### src/rtl/llc_input_arbiter_pkg.sv
// Shared LLC input-arbiter constants: channel select codes, FSM states, output entry layout.
package llc_input_arbiter_pkg;

    localparam int unsigned SEL_W  = 2;
    localparam int unsigned CNT_W  = 4;
    localparam int unsigned NUM_CH = 4;

    localparam logic [SEL_W-1:0] SEL_RST_TB     = 2'd0;
    localparam logic [SEL_W-1:0] SEL_RSP_IN     = 2'd1;
    localparam logic [SEL_W-1:0] SEL_REQ_IN     = 2'd2;
    localparam logic [SEL_W-1:0] SEL_DMA_REQ_IN = 2'd3;

    typedef enum logic [1:0] {
        ST_IDLE      = 2'd0,
        ST_DMA_BURST = 2'd1,
        ST_RST_WAIT  = 2'd2
    } arb_state_e;

    typedef struct packed {
        logic             valid;
        logic [SEL_W-1:0] sel;
        logic             last;
    } out_entry_t;

    // Priority slot -> channel code; a starved DMA trades places with req_in.
    function automatic logic [SEL_W-1:0] slot_to_sel(input logic [SEL_W-1:0] slot,
                                                     input logic dma_boost);
        if (dma_boost && slot == SEL_REQ_IN)     return SEL_DMA_REQ_IN;
        if (dma_boost && slot == SEL_DMA_REQ_IN) return SEL_REQ_IN;
        return slot;
    endfunction

endpackage

### src/rtl/llc_input_arbiter_prio_sel.sv
// Masked fixed-priority select: lowest-index eligible request wins.
module llc_prio_sel
    import llc_input_arbiter_pkg::*;
(
    input  logic [NUM_CH-1:0] req,
    input  logic [NUM_CH-1:0] mask,
    output logic [NUM_CH-1:0] gnt_oh,
    output logic [SEL_W-1:0]  gnt_code,
    output logic              gnt_any
);

    logic [NUM_CH-1:0] eligible;

    always_comb begin
        eligible = req & mask;
        gnt_oh   = '0;
        gnt_code = '0;
        gnt_any  = 1'b0;
        for (int i = int'(NUM_CH) - 1; i >= 0; i--) begin
            if (eligible[i]) begin
                gnt_oh    = '0;
                gnt_oh[i] = 1'b1;
                gnt_code  = SEL_W'(i);
                gnt_any   = 1'b1;
            end
        end
    end

endmodule

### src/rtl/llc_input_arbiter.sv
// LLC pipeline input arbiter: four request channels into one registered grant entry,
// with DMA burst locking, reset-to-baseline drain and DMA anti-starvation.
module llc_input_arbiter
    import llc_input_arbiter_pkg::*;
#(
    parameter int unsigned STARVE_MAX = 4
) (
    input  logic             clk,
    input  logic             rst,
    input  logic             rst_tb_valid,
    output logic             rst_tb_ready,
    input  logic             rsp_in_valid,
    output logic             rsp_in_ready,
    input  logic             req_in_valid,
    output logic             req_in_ready,
    input  logic             dma_req_in_valid,
    output logic             dma_req_in_ready,
    input  logic             dma_last,
    input  logic             req_stall,
    output logic             out_valid,
    input  logic             out_ready,
    output logic [SEL_W-1:0] out_sel,
    output logic             out_last,
    output logic             dma_locked
);

    arb_state_e        state, state_nxt;
    out_entry_t        entry;
    logic [CNT_W-1:0]  starve_cnt;
    logic              accept, consumed, dma_boost, grant_en;
    logic [NUM_CH-1:0] ch_req, ch_mask, ch_elig, ch_gnt;
    logic [NUM_CH-1:0] slot_req, slot_oh;
    logic [SEL_W-1:0]  slot_code, gnt_sel;
    logic              gnt_any;

    assign accept    = !entry.valid || out_ready;
    assign consumed  = entry.valid && out_ready;
    assign grant_en  = accept && !rst;
    assign dma_boost = (starve_cnt == CNT_W'(STARVE_MAX));
    assign ch_req    = {dma_req_in_valid, req_in_valid & ~req_stall, rsp_in_valid, rst_tb_valid};
    assign ch_elig   = ch_req & ch_mask;

    // Channel order <-> priority slot order; starved DMA swaps with req_in.
    always_comb begin
        slot_req = ch_elig;
        ch_gnt   = slot_oh;
        if (dma_boost) begin
            slot_req[SEL_REQ_IN]     = ch_elig[SEL_DMA_REQ_IN];
            slot_req[SEL_DMA_REQ_IN] = ch_elig[SEL_REQ_IN];
            ch_gnt[SEL_REQ_IN]       = slot_oh[SEL_DMA_REQ_IN];
            ch_gnt[SEL_DMA_REQ_IN]   = slot_oh[SEL_REQ_IN];
        end
    end

    llc_prio_sel u_prio_sel (
        .req      (slot_req),
        .mask     ({NUM_CH{grant_en}}),
        .gnt_oh   (slot_oh),
        .gnt_code (slot_code),
        .gnt_any  (gnt_any)
    );

    assign gnt_sel          = slot_to_sel(slot_code, dma_boost);
    assign rst_tb_ready     = ch_gnt[SEL_RST_TB];
    assign rsp_in_ready     = ch_gnt[SEL_RSP_IN];
    assign req_in_ready     = ch_gnt[SEL_REQ_IN];
    assign dma_req_in_ready = ch_gnt[SEL_DMA_REQ_IN];

    always_ff @(posedge clk) begin
        if (rst) state <= ST_IDLE;
        else     state <= state_nxt;
    end

    always_comb begin
        state_nxt = state;
        case (state)
            ST_IDLE, ST_DMA_BURST: begin
                if (gnt_any && gnt_sel == SEL_RST_TB)
                    state_nxt = ST_RST_WAIT;
                else if (gnt_any && gnt_sel == SEL_DMA_REQ_IN)
                    state_nxt = dma_last ? ST_IDLE : ST_DMA_BURST;
            end
            ST_RST_WAIT: begin
                if (consumed && entry.sel == SEL_RST_TB) state_nxt = ST_IDLE;
            end
            default: state_nxt = ST_IDLE;
        endcase
    end

    // Per-state channel eligibility.
    always_comb begin
        ch_mask    = '0;
        dma_locked = (state == ST_DMA_BURST);
        case (state)
            ST_IDLE: ch_mask = '1;
            ST_DMA_BURST: begin
                ch_mask[SEL_RSP_IN]     = 1'b1;
                ch_mask[SEL_DMA_REQ_IN] = 1'b1;
            end
            default: ch_mask = '0;
        endcase
    end

    always_ff @(posedge clk) begin
        if (rst) begin
            entry      <= '0;
            starve_cnt <= '0;
        end else begin
            if (gnt_any) begin
                entry.valid <= 1'b1;
                entry.sel   <= gnt_sel;
                entry.last  <= (gnt_sel == SEL_DMA_REQ_IN) && dma_last;
            end else if (consumed) begin
                entry.valid <= 1'b0;
            end
            if (gnt_any && gnt_sel == SEL_DMA_REQ_IN)
                starve_cnt <= '0;
            else if (gnt_any && gnt_sel == SEL_REQ_IN && dma_req_in_valid && !dma_boost)
                starve_cnt <= starve_cnt + CNT_W'(1);
        end
    end

    assign out_valid = entry.valid;
    assign out_sel   = entry.sel;
    assign out_last  = entry.last;

endmodule

### config.mk
export PLATFORM = sky130hd
export DESIGN_NAME = llc_input_arbiter
export DESIGN_NICKNAME = d
export VERILOG_FILES = /design/src/rtl/llc_input_arbiter_pkg.sv /design/src/rtl/llc_input_arbiter_prio_sel.sv /design/src/rtl/llc_input_arbiter.sv
export SDC_FILE = /design/constraint.sdc
export NUM_CORES = 1
export LEC_CHECK = 0
export ABC_CLOCK_PERIOD_IN_PS = 1700
export CAP_MARGIN = 20
export CORE_MARGIN = 2
export CORE_UTILIZATION = 40
export DETAILED_ROUTE_END_ITERATION = 8
export HOLD_SLACK_MARGIN = 0.06
export PLACE_DENSITY_LB_ADDON = 0.08
export SETUP_SLACK_MARGIN = 0.15
export SLEW_MARGIN = 10
export SYNTH_ARGS = -nofsm -noshare
export SYNTH_HDL_FRONTEND = slang
export SYNTH_SLANG_ARGS = --single-unit
### constraint.sdc
create_clock -name clk -period 1.7 [get_ports clk]
set_clock_uncertainty 0.05 [all_clocks]
set_input_delay 0.34 -clock clk [delete_from_list [all_inputs] [get_ports clk]]
set_output_delay 0.34 -clock clk [all_outputs]
set_load 0.01 [all_outputs]
Yosys cells after proc, flatten, opt, wreduce, memory -nomap -nowiden
Cells that the tools add are included.
Storage, ports and cells
  memories kept: 0
  output and inout bits: 9
  logic and storage cells: 71
  latch bits: 0
  input bits: 9
  register bits: 10
  bits in writable memories: 0
  ROM bits: 0
Cells by class
  reduce and logical (&&, ||, !) cells: 22
  $lt $le $gt $ge: 0
  eq/ne operators: 9
  multiply operators: 0
  add/subtract/negate cells: 1
  div/mod/pow operators: 0
  shift operators: 0
  bitwise gates (word level): 4
  muxes and demuxes: 30
Operator list (count)
  2-bit two-way mux: 13
  4-bit two-way mux: 4
  1-bit two-way mux: 12
  1-bit logical AND: 11
  2-bit equality test (second input constant): 5
  4-bit AND: 2
  2-bit zero test: 3
  4-bit by 1-bit adder with 4-bit output (second input constant): 1
  4-bit by 3-bit equality test with 1-bit output (second input constant): 1
  2-bit one-hot mux with 2 select lines: 1
  2-bit OR reduction: 2
  1-bit zero test: 3
  3-bit by 1-bit != test with 1-bit output (second input constant): 1
  2-bit by 1-bit equality test with 1-bit output (second input constant): 1
  2-bit != test (second input constant): 1
  2-bit AND reduction: 1
  2-bit nonzero test: 1
  1-bit AND: 1
  1-bit logical OR: 1
  1-bit inverter: 1

Depth between registers and ports, before layout
Gate-level depths: netlist (run 1).
  word-level depth: 21
  depth in mapped cells: 6
  depth with buffers taken out: 6

Modules after synthesis
Synthesis (run 1) repeated with hierarchy kept, for this count alone.
Unflattened totals
  cell total of the unflattened synthesis: 84
  area, all modules: 696.9 um^2
Modules (own cells, without submodules)
  llc_input_arbiter: sequential area each 200.2 um^2, instances 1, cells each 72, area an instance 618.1 um^2
  llc_prio_sel: sequential area each 0.0 um^2, instances 1, cells each 12, area an instance 78.8 um^2

Worst setup path before layout (run 1)
Ideal clock, no wire load.
  path type: reg-to-output
  start point: register state[1]
  end point: output req_in_ready
  setup slack: -0.080 ns
  data arrival time: 1.390 ns
  stages on the path, launching flop included: 4
  cells stage by stage: dfxtp_1 -> or3b_1 -> nor3_1 -> nor3_1
On the way
  cells in the longest elaborated chain, start to end: 11
Ends and longest elaborated chain
  from (decl): line llc_input_arbiter.sv:27  | arb_state_e state, state_nxt;
  from (signal assigned): line llc_input_arbiter.sv:71  | else state <= state_nxt;
  2-bit by 1-bit equality test with 1-bit output or 2-bit zero test (tied branches): line llc_input_arbiter.sv:94  | case (state)
  2-bit OR reduction (no line)
  1-bit two-way mux: line llc_input_arbiter.sv:94
  4-bit AND *: line llc_input_arbiter.sv:41  | assign ch_elig = ch_req & ch_mask;
  2-bit two-way mux: line llc_input_arbiter.sv:47  | if (dma_boost) begin
  4-bit AND *: line llc_input_arbiter_prio_sel.sv:15  | eligible = req & mask;
  4-bit two-way mux (3 in a row): line llc_input_arbiter_prio_sel.sv:20  | if (eligible[i]) begin
  4-bit two-way mux *: line llc_input_arbiter_prio_sel.sv:20
  2-bit two-way mux *: line llc_input_arbiter.sv:47
  to (decl): line llc_input_arbiter.sv:15  | output logic req_in_ready,
Mark *: on every way between the ends. The rest lies on a longest branch, timed or not.

Final worst setup path (run 1)
  start point: register starve_cnt[1]
  end point: output dma_req_in_ready
On the way
  cells in the longest elaborated chain, start to end: 8
Ends and longest elaborated chain
  from (decl): line llc_input_arbiter.sv:29  | logic [CNT_W-1:0] starve_cnt;
  from (signal assigned): line llc_input_arbiter.sv:119  | starve_cnt <= starve_cnt + CNT_W'(1);
  4-bit by 3-bit equality test with 1-bit output *: line llc_input_arbiter.sv:39  | assign dma_boost = (starve_cnt == CNT_W'(STARVE_MAX));
  2-bit two-way mux: line llc_input_arbiter.sv:47
  4-bit AND: line llc_input_arbiter_prio_sel.sv:15
  4-bit two-way mux (4 in a row): line llc_input_arbiter_prio_sel.sv:20
  2-bit two-way mux *: line llc_input_arbiter.sv:47
  to (decl): line llc_input_arbiter.sv:17  | output logic dma_req_in_ready,
Marks and branches as above.

==> impl_metrics.ini, run 1 <==
[worst_setup_path]
cp.depth = 7
critical_path.cell_chain = inv_2, ha_4, nand3b_1, buf_4, a2111oi_4, and2_4, buf_6
r2r_setup_slack_ns = -0.21
timing.critical_path.from_type = register
cp-startpoint = starve_cnt[1]
timing.critical_path.required_ns = 1.31
critPathMaxFanout = 2
cpPeakStageDelay_ns = 0.34
r2r_start = starve_cnt[1]
crit_family = flip-flops
endpoint_kind = output pin
slowest_stage = sky130_fd_sc_hd__dfxtp_2
r2r.worst_path.cells = 8
critical_path_buf_inv_count = 3
worst-endpoint-arrival_ns = 1.70
critical_path_class = reg -> out

[cts]
cts_tree = built
cts_hold_buf = 0
tritoncts_num_sinks = 10
clock-root-buffer = sky130_fd_sc_hd__clkbuf_4
clockBufferDepth = 2
cts_htree_levels = 1
cts_inserted_buffers = 3
clkTransAtPathRegs_ns = 0.07
clock_latency_ns = 0.27

[cells_and_area]
post_route_cells_drive_above_1_share_pct = 62.5
nets = 140
layout.cells.non_filler = 144
antenna-diode-count = 0
areaGrowthSynthToFinish_pct = 116

[placed_design]
dpl_worst_slack_ns = -0.826
place.port_buffers = 17
post-dp-hpwl_um = 1500
place.gp.congestion = 0.809
dpl.cell_count = 123

[floorplanning]
initial_utilization_pct = 41.8
dieHeight_um = 43.4
design.die.area_sq_um = 1890
die_width_um = 43.4
fp-row-count = 14
io_pins = 18
core-area_sq_um = 1490

[sta]
min_period_over_period_pct = 123
slew_headroom_pct = 70.8
grt_setup_unrepaired = true
postLayoutSetupSlackWorst_ns = -0.390
final-max-slew-violation-count = 0
fmax_mhz = 479
finalSetupTns_ns = -2.35
tightestPinTransition_ns = 0.438
finalCriticalPeriod_ns = 2.09
hold_viol_final = 0
timing.final.setup_violations = 13

[hold_path]
holdCritPathClass = reg -> reg
whs_path_depth = 2
min-delay-start = out_last

[drt]
drt-pass1-iter-count = 5
route.vias.total = 886
drt_iter0_markers = 29
route.met3.wl_um = 224
drt-met1-wl_um = 1190
final_wirelength_um = 3060
final_antenna_net_count = 0
routed.top_layer = met4
vias_per_cell = 6.15
route.detailed.drc = 0
met2WireLength_um = 1500
wl_per_cell_um = 21.2

[synth]
syn_nets = 79
synth_largest_area_cell = sky130_fd_sc_hd__dfxtp_1
syn-mean-instance-area_sq_um = 9.14
ys_ff_latch = 10
synth_top_area_share_pct = 32.2
synth_top_cells_by_area = sky130_fd_sc_hd__dfxtp_1, sky130_fd_sc_hd__a21oi_1, sky130_fd_sc_hd__ha_1
synthCells = 68
mappedNetlistArea_sq_um = 622
synth_sequential_area_ratio_pct = 32.2
synthDistinctLibCells = 37
synth.yosys.warnings = 0

[pwr]
vdd_drop_max_mv = 0.554
power_per_cell_area_nw_per_um2 = 594
post-layout-total-power_mw = 0.797
cellLeakagePower_nw = 0.607

[global_routing]
global_route_wire_length_before_repair_um = 3820
global_route.usage.total_pct = 28.3
antenna_found_initial = 0
first_global_vias = 846
largest_net_degree_at_the_start_of_global_routing = 8
grt_overflow = 0

[status]
violations_in_the_final_reports = setup timing
outcome = finished, violations left

[flow_run]
drv_cap = 0
-- state kept, by name, summed over array words and instances (netlist names) --
| register | flops |
|---|---|
| out_sel | 2 |
| out_valid | 1 |
| state | 2 |
| out_last | 1 |
| starve_cnt | 4 |
-- cells in the final DEF (no fill, tap or decap), drive strengths merged, types with 2 or more instances in the layout --
master	netlist	routed
buf	0	45
dfxtp	10	10
dlygate4sd2	0	8
a21oi	5	5
nand2b	4	4
clkbuf	1	4
inv	4	4
clkdlybuf4s50	0	3
nor3	3	3
and2	3	3
nand3	3	3
nand4	3	3
nor2	3	3
nand3b	2	2
o21ai	2	2
ha	2	2
-- cells by family (layout without fill, tap and decap cells) --
family,Yosys count,in the layout,synth area share [%]
simple gates,33,33,38.6
compound gates,18,18,22.1
flops,10,10,32.2
buf+inv,5,65,3.02
fa+ha+maj,2,2,4.02
-- metrics by stage --
| step | cell area (sq um) | hold WS (ns) | util [%] |
|---|---|---|---|
| after floorplan | 649 | 0.415 | - |
| after global placement | 1010 | 0.422 | 67.7 |
| after detailed placement | 1010 | 0.433 | 67.7 |
| after CTS | 1250 | 0.456 | 84.1 |
| after global routing | 1340 | 0.505 | 90.2 |
| final | 1340 | 0.487 | 90.2 |
-- layout make-up --
type,instances,area [sq um]
inverters,4,15.0
fillers,68,146
multi-input cells,53,561
flip-flops and latches,10,210
well taps,16,20.0
repair buffers,57,500
clock buffers,4,36.3
-- routing by layer --
metal | vias up | GRT usage [%]
li1 | 388 | -
met1 | 419 | 29.7
met2 | 59 | 51.6
met3 | 20 | 6.25
met4 | 0 | 15.8
met5 | - | 0
-- Yosys cell counts --
| master | number |
|---|---|
| sky130_fd_sc_hd__a211oi_1 | 1 |
| sky130_fd_sc_hd__nor2b_1 | 1 |
| sky130_fd_sc_hd__or4b_1 | 1 |
| sky130_fd_sc_hd__and2_1 | 3 |
| sky130_fd_sc_hd__o221a_1 | 1 |
| sky130_fd_sc_hd__and4_1 | 1 |
| sky130_fd_sc_hd__nor2_1 | 3 |
| sky130_fd_sc_hd__or3_1 | 1 |
| sky130_fd_sc_hd__nand4_2 | 1 |
| sky130_fd_sc_hd__o21ai_0 | 2 |
| sky130_fd_sc_hd__nand3_1 | 3 |
| sky130_fd_sc_hd__or4_1 | 1 |
| sky130_fd_sc_hd__dfxtp_1 | 10 |
| sky130_fd_sc_hd__o21ba_1 | 1 |
| sky130_fd_sc_hd__o21a_1 | 1 |
| sky130_fd_sc_hd__clkbuf_1 | 1 |
| sky130_fd_sc_hd__nand2b_1 | 4 |
| sky130_fd_sc_hd__o211a_1 | 1 |
| sky130_fd_sc_hd__ha_1 | 2 |
| sky130_fd_sc_hd__a2111oi_2 | 1 |
| sky130_fd_sc_hd__nor4b_4 | 1 |
| sky130_fd_sc_hd__nor4bb_1 | 1 |
| sky130_fd_sc_hd__nor3_1 | 3 |
| sky130_fd_sc_hd__a211o_1 | 1 |
| sky130_fd_sc_hd__and2b_1 | 1 |
| sky130_fd_sc_hd__nand3b_1 | 2 |
| sky130_fd_sc_hd__nand4_1 | 2 |
| sky130_fd_sc_hd__o31a_1 | 1 |
| sky130_fd_sc_hd__o31ai_1 | 1 |
| sky130_fd_sc_hd__inv_1 | 4 |
| sky130_fd_sc_hd__nor3b_1 | 1 |
| sky130_fd_sc_hd__nor4_1 | 1 |
| sky130_fd_sc_hd__or3b_1 | 1 |
| sky130_fd_sc_hd__a21o_1 | 1 |
| sky130_fd_sc_hd__and4bb_1 | 1 |
| sky130_fd_sc_hd__o2111ai_1 | 1 |
| sky130_fd_sc_hd__a21oi_1 | 5 |
-- report_power, final --
| part | switching [mW] | internal [mW] |
|---|---|---|
| combinational | 0.139 | 0.173 |
| clock | 0.0955 | 0.130 |
| sequential | 0.0129 | 0.246 |
| total | 0.248 | 0.549 |
-- timing repair --
| action | CTS | global route |
|---|---|---|
| gates resized for setup | 59 | 15 |
| endpoints found under the setup margin | 18 | 15 |
| pin swaps | 15 | 7 |
| setup buffers | 13 | 4 |
-- worst reg2reg max path: cells and delay by family (launching register included) --
family,cells,cell delay (ns)
AOI/OAI and AO/OA,1,0.13
buffers and inverters,3,0.31
DFF,1,0.35
adders and majority gates,1,0.15
and+or+nand+nor,3,0.86
-- path summary, 6_finish.rpt --
check	endpoint
setup / recovery	dma_req_in_ready
hold / removal	out_last
setup reg to reg	starve_cnt[2]
hold reg to reg	out_last
Power figures use the tool's default switching activity.
==> run 2: changes to the inputs <==
--- a/config.mk
+++ b/config.mk
@@ -5,10 +5,11 @@
 export SDC_FILE = /design/constraint.sdc
 export NUM_CORES = 1
 export LEC_CHECK = 0
+export ABC_AREA = 1
 export ABC_CLOCK_PERIOD_IN_PS = 1700
 export CAP_MARGIN = 20
 export CORE_MARGIN = 2
-export CORE_UTILIZATION = 40
+export CORE_UTILIZATION = 41
 export DETAILED_ROUTE_END_ITERATION = 8
 export HOLD_SLACK_MARGIN = 0.06
 export PLACE_DENSITY_LB_ADDON = 0.08
==> run 2 against run 1 <==
Against the previous run:
- the run still ends with setup timing left
- setup slack better by 0.31 ns
- first-iteration DRC count increased by 21%
- critical path depth unchanged
- clock-buffer cell count stayed put
- synthesized cell count rose by 38%
- sequential power barely moved
- non-clock buffer count down 3
- cell count up 17%
- global-route usage fell by 0.67 points
- die area rose by 3.6%
- sequential share of layout area rose by 0.077 points
- final area shrank 1.7%
- largest cell class unchanged
==> impl_metrics.ini, run 2 <==
[synth]
syn-mean-instance-area_sq_um = 7.05
synth-simple-area-share_pct = 34.5
synth_enable_flop_cells = 0
synth_top_cells_by_area = sky130_fd_sc_hd__dfxtp_1, sky130_fd_sc_hd__nand2_1, sky130_fd_sc_hd__inv_1
synth_top_area_share_pct = 30.2
netlist_top_cells_count = sky130_fd_sc_hd__nand2_1, sky130_fd_sc_hd__inv_1, sky130_fd_sc_hd__dfxtp_1
syn_nets = 105
ys_ff_latch = 10
synth_compound_gate_area_share_pct = 18.1
post_synth_fa_ha_maj_area_fraction_pct = 3.77
synth_sequential_area_ratio_pct = 30.2
synthCells = 94
share_of_cell_area_taken_by_muxes_after_synthesis_pct = 0
postSynth.asyncResetShare_pct = 0
synth_most_common_cell = sky130_fd_sc_hd__nand2_1
yosys.area_share.xor_xnor_pct = 2.64
synth_top_family_by_area = simple AND/OR/NAND/NOR gates
synth.yosys.warnings = 0
main_synth_ff_type = sky130_fd_sc_hd__dfxtp_1
synthDistinctLibCells = 22
synth_largest_area_cell = sky130_fd_sc_hd__dfxtp_1
mappedNetlistArea_sq_um = 663

[pwr]
cellLeakagePower_nw = 0.663
vdd_drop_max_mv = 0.703
power_per_cell_area_nw_per_um2 = 576

[global_routing]
grt_overflow = 0
largest_net_degree_at_the_start_of_global_routing = 7
global_route.usage.total_pct = 27.6
antenna_found_initial = 0
first_global_vias = 886
global_route_wire_length_before_repair_um = 3840

[cells_and_area]
post_route_cells_drive_above_1_share_pct = 55.9
flip_flop_count_of_the_largest_register_after_layout = 4
layout_common_cells = sky130_fd_sc_hd__buf_4, sky130_fd_sc_hd__inv_1, sky130_fd_sc_hd__nand2_1
fin_area_sq_um = 1320
areaGrowthSynthToFinish_pct = 99.1
largest-register = starve_cnt
antenna-diode-count = 0
leading_cell_type_in_the_layout_fill_and_taps_excluded = sky130_fd_sc_hd__buf_4
nets = 164

[sta]
finalCriticalPeriod_ns = 1.78
min_period_over_period_pct = 105
hold_viol_final = 0
postLayoutSetupSlackWorst_ns = -0.0774
slew_headroom_pct = 67.5
grt_setup_unrepaired = true
tightestPinTransition_ns = 0.482
fmax_mhz = 563
timing.final.setup_violations = 5
final-max-slew-violation-count = 0
finalSetupTns_ns = -0.260

[cts]
cts_htree_levels = 1
clkTransAtPathRegs_ns = 0.07
clockBufferDepth = 2
cts_tree = built
tritoncts_num_sinks = 10
cts_inserted_buffers = 3
clock_latency_ns = 0.27
clock-root-buffer = sky130_fd_sc_hd__clkbuf_4

[worst_setup_path]
critPathMaxFanout = 2
critical_path_class = reg -> out
timing.critical_path.from_type = register
endpoint_kind = output pin
worst-endpoint-arrival_ns = 1.39
timing.critical_path.required_ns = 1.31

[hold_path]
holdCritPathClass = reg -> reg

[drt]
final_wirelength_um = 2380
route.vias.total = 863
route.detailed.drc = 0
final_antenna_net_count = 0
drt_iter0_markers = 35
vias_per_cell = 5.14
wl_per_cell_um = 14.1
drt-pass1-iter-count = 4

[floorplanning]
die_width_um = 44.2
fp-row-count = 14
design.die.area_sq_um = 1950
initial_utilization_pct = 44.0
dieHeight_um = 44.2
core-area_sq_um = 1510
io_pins = 18

[status]
violations_in_the_final_reports = setup timing
outcome = finished, violations left

[placed_design]
place.gp.congestion = 0.856
placed_cell_area_sq_um = 1020
place.port_buffers = 17
post-dp-hpwl_um = 1330

[flow_run]
drv_cap = 0
[run 2: cell types whose count changed after synthesis, sizes merged, moves of 2 or more]
| cell | change |
|---|---|
| nand2b | -4 |
| nand3b | -2 |
| nand2 | +24 |
| nor3 | -2 |
| o21ai | +2 |
| nor2 | +6 |
| nand3 | +4 |
| a21oi | +3 |
| xor2 | +2 |
| inv | +15 |
| and2 | -2 |
[run 2: repair_timing]
| action | CTS | global route |
|---|---|---|
| hold buffers | 0 | 0 |
| pin swaps | 15 | 10 |
| buffers inserted | 13 | 2 |
| endpoints found under the setup margin | 16 | 15 |
| gates resized for setup | 65 | 15 |
[run 2: stage by stage]
| stage | cells | setup WS, ns | power (mW) | hold slack, ns | util, % |
|---|---|---|---|---|---|
| after global placement | 149 | -0.617 | 0.463 | 0.400 | 67.6 |
| after detailed placement | 149 | -0.664 | 0.465 | 0.416 | 67.6 |
| after floorplan | 94 | 0.193 | 0.352 | 0.359 | - |
| final | 168 | -0.0774 | 0.760 | 0.438 | 87.6 |
| after global routing | 168 | -0.136 | 0.791 | 0.441 | 87.6 |
| after CTS | 166 | -0.0535 | 0.731 | 0.432 | 83.6 |
[run 2: routing by layer]
metal / track usage [%] / up-vias / wire, um
met5: 0 / - / 0
li1: - / 424 / -
met2: 45.6 / 28 / 1190
met4: 20.0 / 0 / 68
met3: 2.45 / 6 / 92
met1: 33.4 / 405 / 1020
[run 2: power breakdown]
part | internal [mW] | leakage, nW | switching, mW
Sequential | 0.247 | 0.0837 | 0.0115
Clock | 0.130 | 0.0210 | 0.0951
Combinational | 0.139 | 0.558 | 0.137
Total | 0.516 | 0.663 | 0.244
[run 2: path summary, 6_finish.rpt]
| kind | startpoint | endpoint | slack, ns | cells after the start |
|---|---|---|---|---|
| max | starve_cnt[0] | req_in_ready | -0.08 | 7 |
| min | out_last | out_last | 0.44 | 2 |
| max reg2reg | state[1] | state[0] | -0.06 | 12 |
| min reg2reg | out_last | out_last | 0.44 | 2 |
[run 2: cell families after synthesis]
group / count (synthesis)
buffers and inverters: 19
AOI/OAI and AO/OA: 17
DFF: 10
adders and majority gates: 2
xor gates and xnor gates: 2
and+or+nand+nor: 44
[run 2: cell type report]
type | instances | area (sq um)
multi-input cells | 65 | 528
clock buffers | 4 | 36.3
flip-flops and latches | 10 | 208
fillers | 90 | 186
well taps | 16 | 20.0
repair buffers | 54 | 457
inverters | 19 | 71.3
[run 2: critical path: stages (launching register included)]
cell	delay (ns)
sky130_fd_sc_hd__dfxtp_2	0.33
sky130_fd_sc_hd__inv_2	0.07
sky130_fd_sc_hd__ha_4	0.15
sky130_fd_sc_hd__buf_6	0.10
sky130_fd_sc_hd__nand3_4	0.08
sky130_fd_sc_hd__o2111ai_4	0.20
sky130_fd_sc_hd__inv_1	0.05
sky130_fd_sc_hd__buf_2	0.13
==> run 3: changes to the inputs <==
--- a/config.mk
+++ b/config.mk
@@ -6,10 +6,10 @@
 export NUM_CORES = 1
 export LEC_CHECK = 0
 export ABC_AREA = 1
-export ABC_CLOCK_PERIOD_IN_PS = 1700
+export ABC_CLOCK_PERIOD_IN_PS = 1830
 export CAP_MARGIN = 20
 export CORE_MARGIN = 2
-export CORE_UTILIZATION = 41
+export CORE_UTILIZATION = 46
 export DETAILED_ROUTE_END_ITERATION = 8
 export HOLD_SLACK_MARGIN = 0.06
 export PLACE_DENSITY_LB_ADDON = 0.08
==> constraint.sdc (replaced) <==
create_clock -name clk -period 1.83 [get_ports clk]
set_clock_uncertainty 0.05 [all_clocks]
set_input_delay 0.366 -clock clk [delete_from_list [all_inputs] [get_ports clk]]
set_output_delay 0.366 -clock clk [all_outputs]
set_load 0.01 [all_outputs]
==> run 3 against run 2 <==
Against the previous run:
- the run now fails in 5_1_grt
- area after synthesis unchanged
- synthesized cell count unchanged
==> impl_metrics.ini, run 3 <==
[status]
outcome = aborted with a tool error
stop_stage = 5_1_grt
error = [ERROR DPL-0033] detailed placement checks failed during check placement.

[cts]
clockBufferDepth = 2
cts_htree_levels = 1
cts_hold_buf = 0
clock-root-buffer = sky130_fd_sc_hd__clkbuf_4
tritoncts_num_sinks = 10
cts_inserted_buffers = 3

[synth]
synth.yosys.warnings = 0
synthCells = 94
synthDistinctLibCells = 22
netlist_top_cells_count = sky130_fd_sc_hd__nand2_1, sky130_fd_sc_hd__inv_1, sky130_fd_sc_hd__dfxtp_1
main_synth_ff_type = sky130_fd_sc_hd__dfxtp_1
synth_top_cells_by_area = sky130_fd_sc_hd__dfxtp_1, sky130_fd_sc_hd__nand2_1, sky130_fd_sc_hd__inv_1
mappedNetlistArea_sq_um = 663
ys_ff_latch = 10
syn-mean-instance-area_sq_um = 7.05
postSynth.asyncResetShare_pct = 0
synth_largest_area_cell = sky130_fd_sc_hd__dfxtp_1
syn_nets = 105
synth_enable_flop_cells = 0
synth_sequential_area_ratio_pct = 30.2
synth_most_common_cell = sky130_fd_sc_hd__nand2_1
synth_top_area_share_pct = 30.2

[floorplanning]
die_width_um = 42.0
io_pins = 18
initial_utilization_pct = 50.3
fp-row-count = 13
dieHeight_um = 42.0

[sta]
crit_endpoint = dma_req_in_ready
worst_endpoint_kind = primary output

[global_routing]
largest_net_degree_at_the_start_of_global_routing = 7
antenna_found_initial = 0

[placed_design]
post-dp-hpwl_um = 1350
place.gp.congestion = 0.806
place.port_buffers = 17
run 3: kinds of logic after synthesis:
kind of cell,synth area share [%]
buffers and inverters,10.8
XOR/XNOR,2.64
flip-flops,30.2
AO/OA/AOI/OAI,18.1
adder cells (fa/ha/maj),3.77
AND/OR/NAND/NOR,34.5
run 3: repair_timing:
action                     4_1_cts
resized for setup               45
hold endpoints to repair         0
cloned                           0
pin swaps                        9
setup endpoints to repair        6
setup buffers                    8
run 3: through the flow:
step | instance area [sq um] | setup TNS [ns] | hold WS [ns] | instances | worst slack, ns
2_1_floorplan | 663 | 0 | 0.385 | 94 | 0.297
3_3_place_gp | 1000 | -2.28 | 0.403 | 146 | -0.528
3_5_place_dp | 1000 | -2.70 | 0.406 | 146 | -0.583
4_1_cts | 1140 | 0 | 0.417 | 158 | 0.0869
==> run 4: changes to the inputs <==
--- a/config.mk
+++ b/config.mk
@@ -8,12 +8,10 @@
 export ABC_AREA = 1
 export ABC_CLOCK_PERIOD_IN_PS = 1830
 export CAP_MARGIN = 20
-export CORE_MARGIN = 2
-export CORE_UTILIZATION = 46
+export CORE_AREA = 2 2 63 65
 export DETAILED_ROUTE_END_ITERATION = 8
-export HOLD_SLACK_MARGIN = 0.06
-export PLACE_DENSITY_LB_ADDON = 0.08
-export SETUP_SLACK_MARGIN = 0.15
+export DIE_AREA = 0 0 65 67
+export PLACE_DENSITY_LB_ADDON = 0.15
 export SLEW_MARGIN = 10
 export SYNTH_ARGS = -nofsm -noshare
 export SYNTH_HDL_FRONTEND = slang
==> run 4 against run 3 <==
Against the previous run:
- the flow now finishes without violations
==> impl_metrics.ini, run 4 (same netlist as run 2, synthesis figures left out) <==
[floorplanning]
initial_utilization_pct = 18.4
design.die.area_sq_um = 4360
dieHeight_um = 67
io_pins = 18
die_width_um = 65
core-area_sq_um = 3610
fp-row-count = 22

[placed_design]
dpl_worst_slack_ns = -0.578
placed_cell_area_sq_um = 1070
place.gp.congestion = 0.743
post-dp-hpwl_um = 1470
place.port_buffers = 17

[global_routing]
grt_overflow = 0
global_route_wire_length_before_repair_um = 2970
largest_net_degree_at_the_start_of_global_routing = 6
antenna_found_initial = 0
global_route.usage.total_pct = 8.95
first_global_vias = 719

[cells_and_area]
leading_cell_type_in_the_layout_fill_and_taps_excluded = sky130_fd_sc_hd__buf_4
post_route_cells_drive_above_1_share_pct = 42.1
flip_flop_count_of_the_largest_register_after_layout = 4
antenna-diode-count = 0
nets = 153
fin_area_sq_um = 1200
layout_common_cells = sky130_fd_sc_hd__buf_4, sky130_fd_sc_hd__nand2_1, sky130_fd_sc_hd__inv_1
largest-register = starve_cnt
areaGrowthSynthToFinish_pct = 80.6

[sta]
hold_viol_final = 0
tightestPinTransition_ns = 0.407
fmax_mhz = 578
finalCriticalPeriod_ns = 1.73
finalSetupTns_ns = 0
timing.final.setup_violations = 0
postLayoutSetupSlackWorst_ns = 0.101
grt_setup_unrepaired = false
fin_worst_hold_slack_ns = 0.410
slew_headroom_pct = 72.5
final-max-slew-violation-count = 0
min_period_over_period_pct = 94.5

[cts]
cts_tree = built
cts_hold_buf = 0
clock_latency_ns = 0.23
cts_inserted_buffers = 3
tritoncts_num_sinks = 10
cts_htree_levels = 1
clock-root-buffer = sky130_fd_sc_hd__clkbuf_8
clkTransAtPathRegs_ns = 0.04
clockBufferDepth = 2

[worst_setup_path]
endpoint_kind = output pin
r2r_setup_slack_ns = 0.15
timing.critical_path.from_type = register
r2r_start = starve_cnt[1]
timing.critical_path.required_ns = 1.41
critical_path_class = reg -> out
critPathMaxFanout = 3
r2r.worst_path.cells = 13
worst-endpoint-arrival_ns = 1.31
worst_r2r_endpoint = out_sel[0]

[hold_path]
whs_path_depth = 2
holdCritPathClass = reg -> reg
hold_path_end = out_last
min-delay-start = out_last

[drt]
final_antenna_net_count = 0
route.detailed.drc = 0
drt-pass1-iter-count = 2
route.vias.total = 738
drt_iter0_markers = 13
vias_per_cell = 3.93
wl_per_cell_um = 9.45
final_wirelength_um = 1780

[pwr]
cellLeakagePower_nw = 0.581
p_clk_share_pct = 32.3
power.switching_mw = 0.190
switching_share_pct = 28.1
power_per_cell_area_nw_per_um2 = 567
power_frac_comb_pct = 32.5
cell_internal_pwr_mw = 0.488
vdd_drop_max_mv = 0.352
seq_power_share_pct = 35.1
post-layout-total-power_mw = 0.678

[status]
outcome = finished clean

[flow_run]
drv_cap = 0
==> run 4: stage by stage <==
step           util [%]  cells
6_report           33.2    188
5_1_grt            33.2    188
3_3_place_gp       29.6    182
2_1_floorplan         -     94
3_5_place_dp       29.6    182
4_1_cts            31.8    186
==> run 4: critical path, cell delays in order (launching register included) <==
cell,delay (ns)
sky130_fd_sc_hd__dfxtp_1,0.32
sky130_fd_sc_hd__nor2_2,0.14
sky130_fd_sc_hd__nand2_1,0.09
sky130_fd_sc_hd__buf_4,0.15
sky130_fd_sc_hd__nor2_4,0.11
sky130_fd_sc_hd__dlygate4sd2_1,0.27
==> run 4: worst max path at each step <==
stage | start | endpoint | slack, ns
2_1_floorplan | starve_cnt[0] | dma_req_in_ready | 0.30
3_3_place_gp | out_ready | dma_req_in_ready | -0.56
3_5_place_dp | out_ready | rsp_in_ready | -0.58
4_1_cts | req_stall | dma_req_in_ready | 0.008
5_1_grt | starve_cnt[0] | out_sel[0] | 0.003
6_report | state[0] | rst_tb_ready | 0.10
==> run 4: per-layer routing <==
| metal | wire [um] | vias to the layer above | GRT usage, % |
|---|---|---|---|
| met3 | 57 | 2 | 2.03 |
| met2 | 868 | 8 | 14.3 |
| met4 | 14 | 0 | 4.79 |
| met1 | 835 | 335 | 11.1 |
| li1 | - | 393 | - |
| met5 | 0 | - | 0 |
==> run 4: area by class of cell <==
cell class              instances  area (sq um)
inverters                      19          71.3
clock buffers                   3          41.3
repair buffers                 43           357
well taps                      48          60.1
fillers                       391          2410
flip-flops and latches         10           200
multi-input cells              65           468
==> run 4: power groups by stage <==
stage / Clock [mW] / Sequential [mW] / Combinational (mW)
after floorplan: 0 / 0.245 / 0.0819
after global placement: 0 / 0.242 / 0.198
after detailed placement: 0 / 0.242 / 0.197
after CTS: 0.231 / 0.238 / 0.209
after global routing: 0.245 / 0.240 / 0.242
final: 0.219 / 0.238 / 0.221
==> run 4: timing repair <==
item	CTS	global route
setup buffers	1	2
endpoints found under the setup margin	4	6
pin swaps	5	7
gates resized for setup	33	10
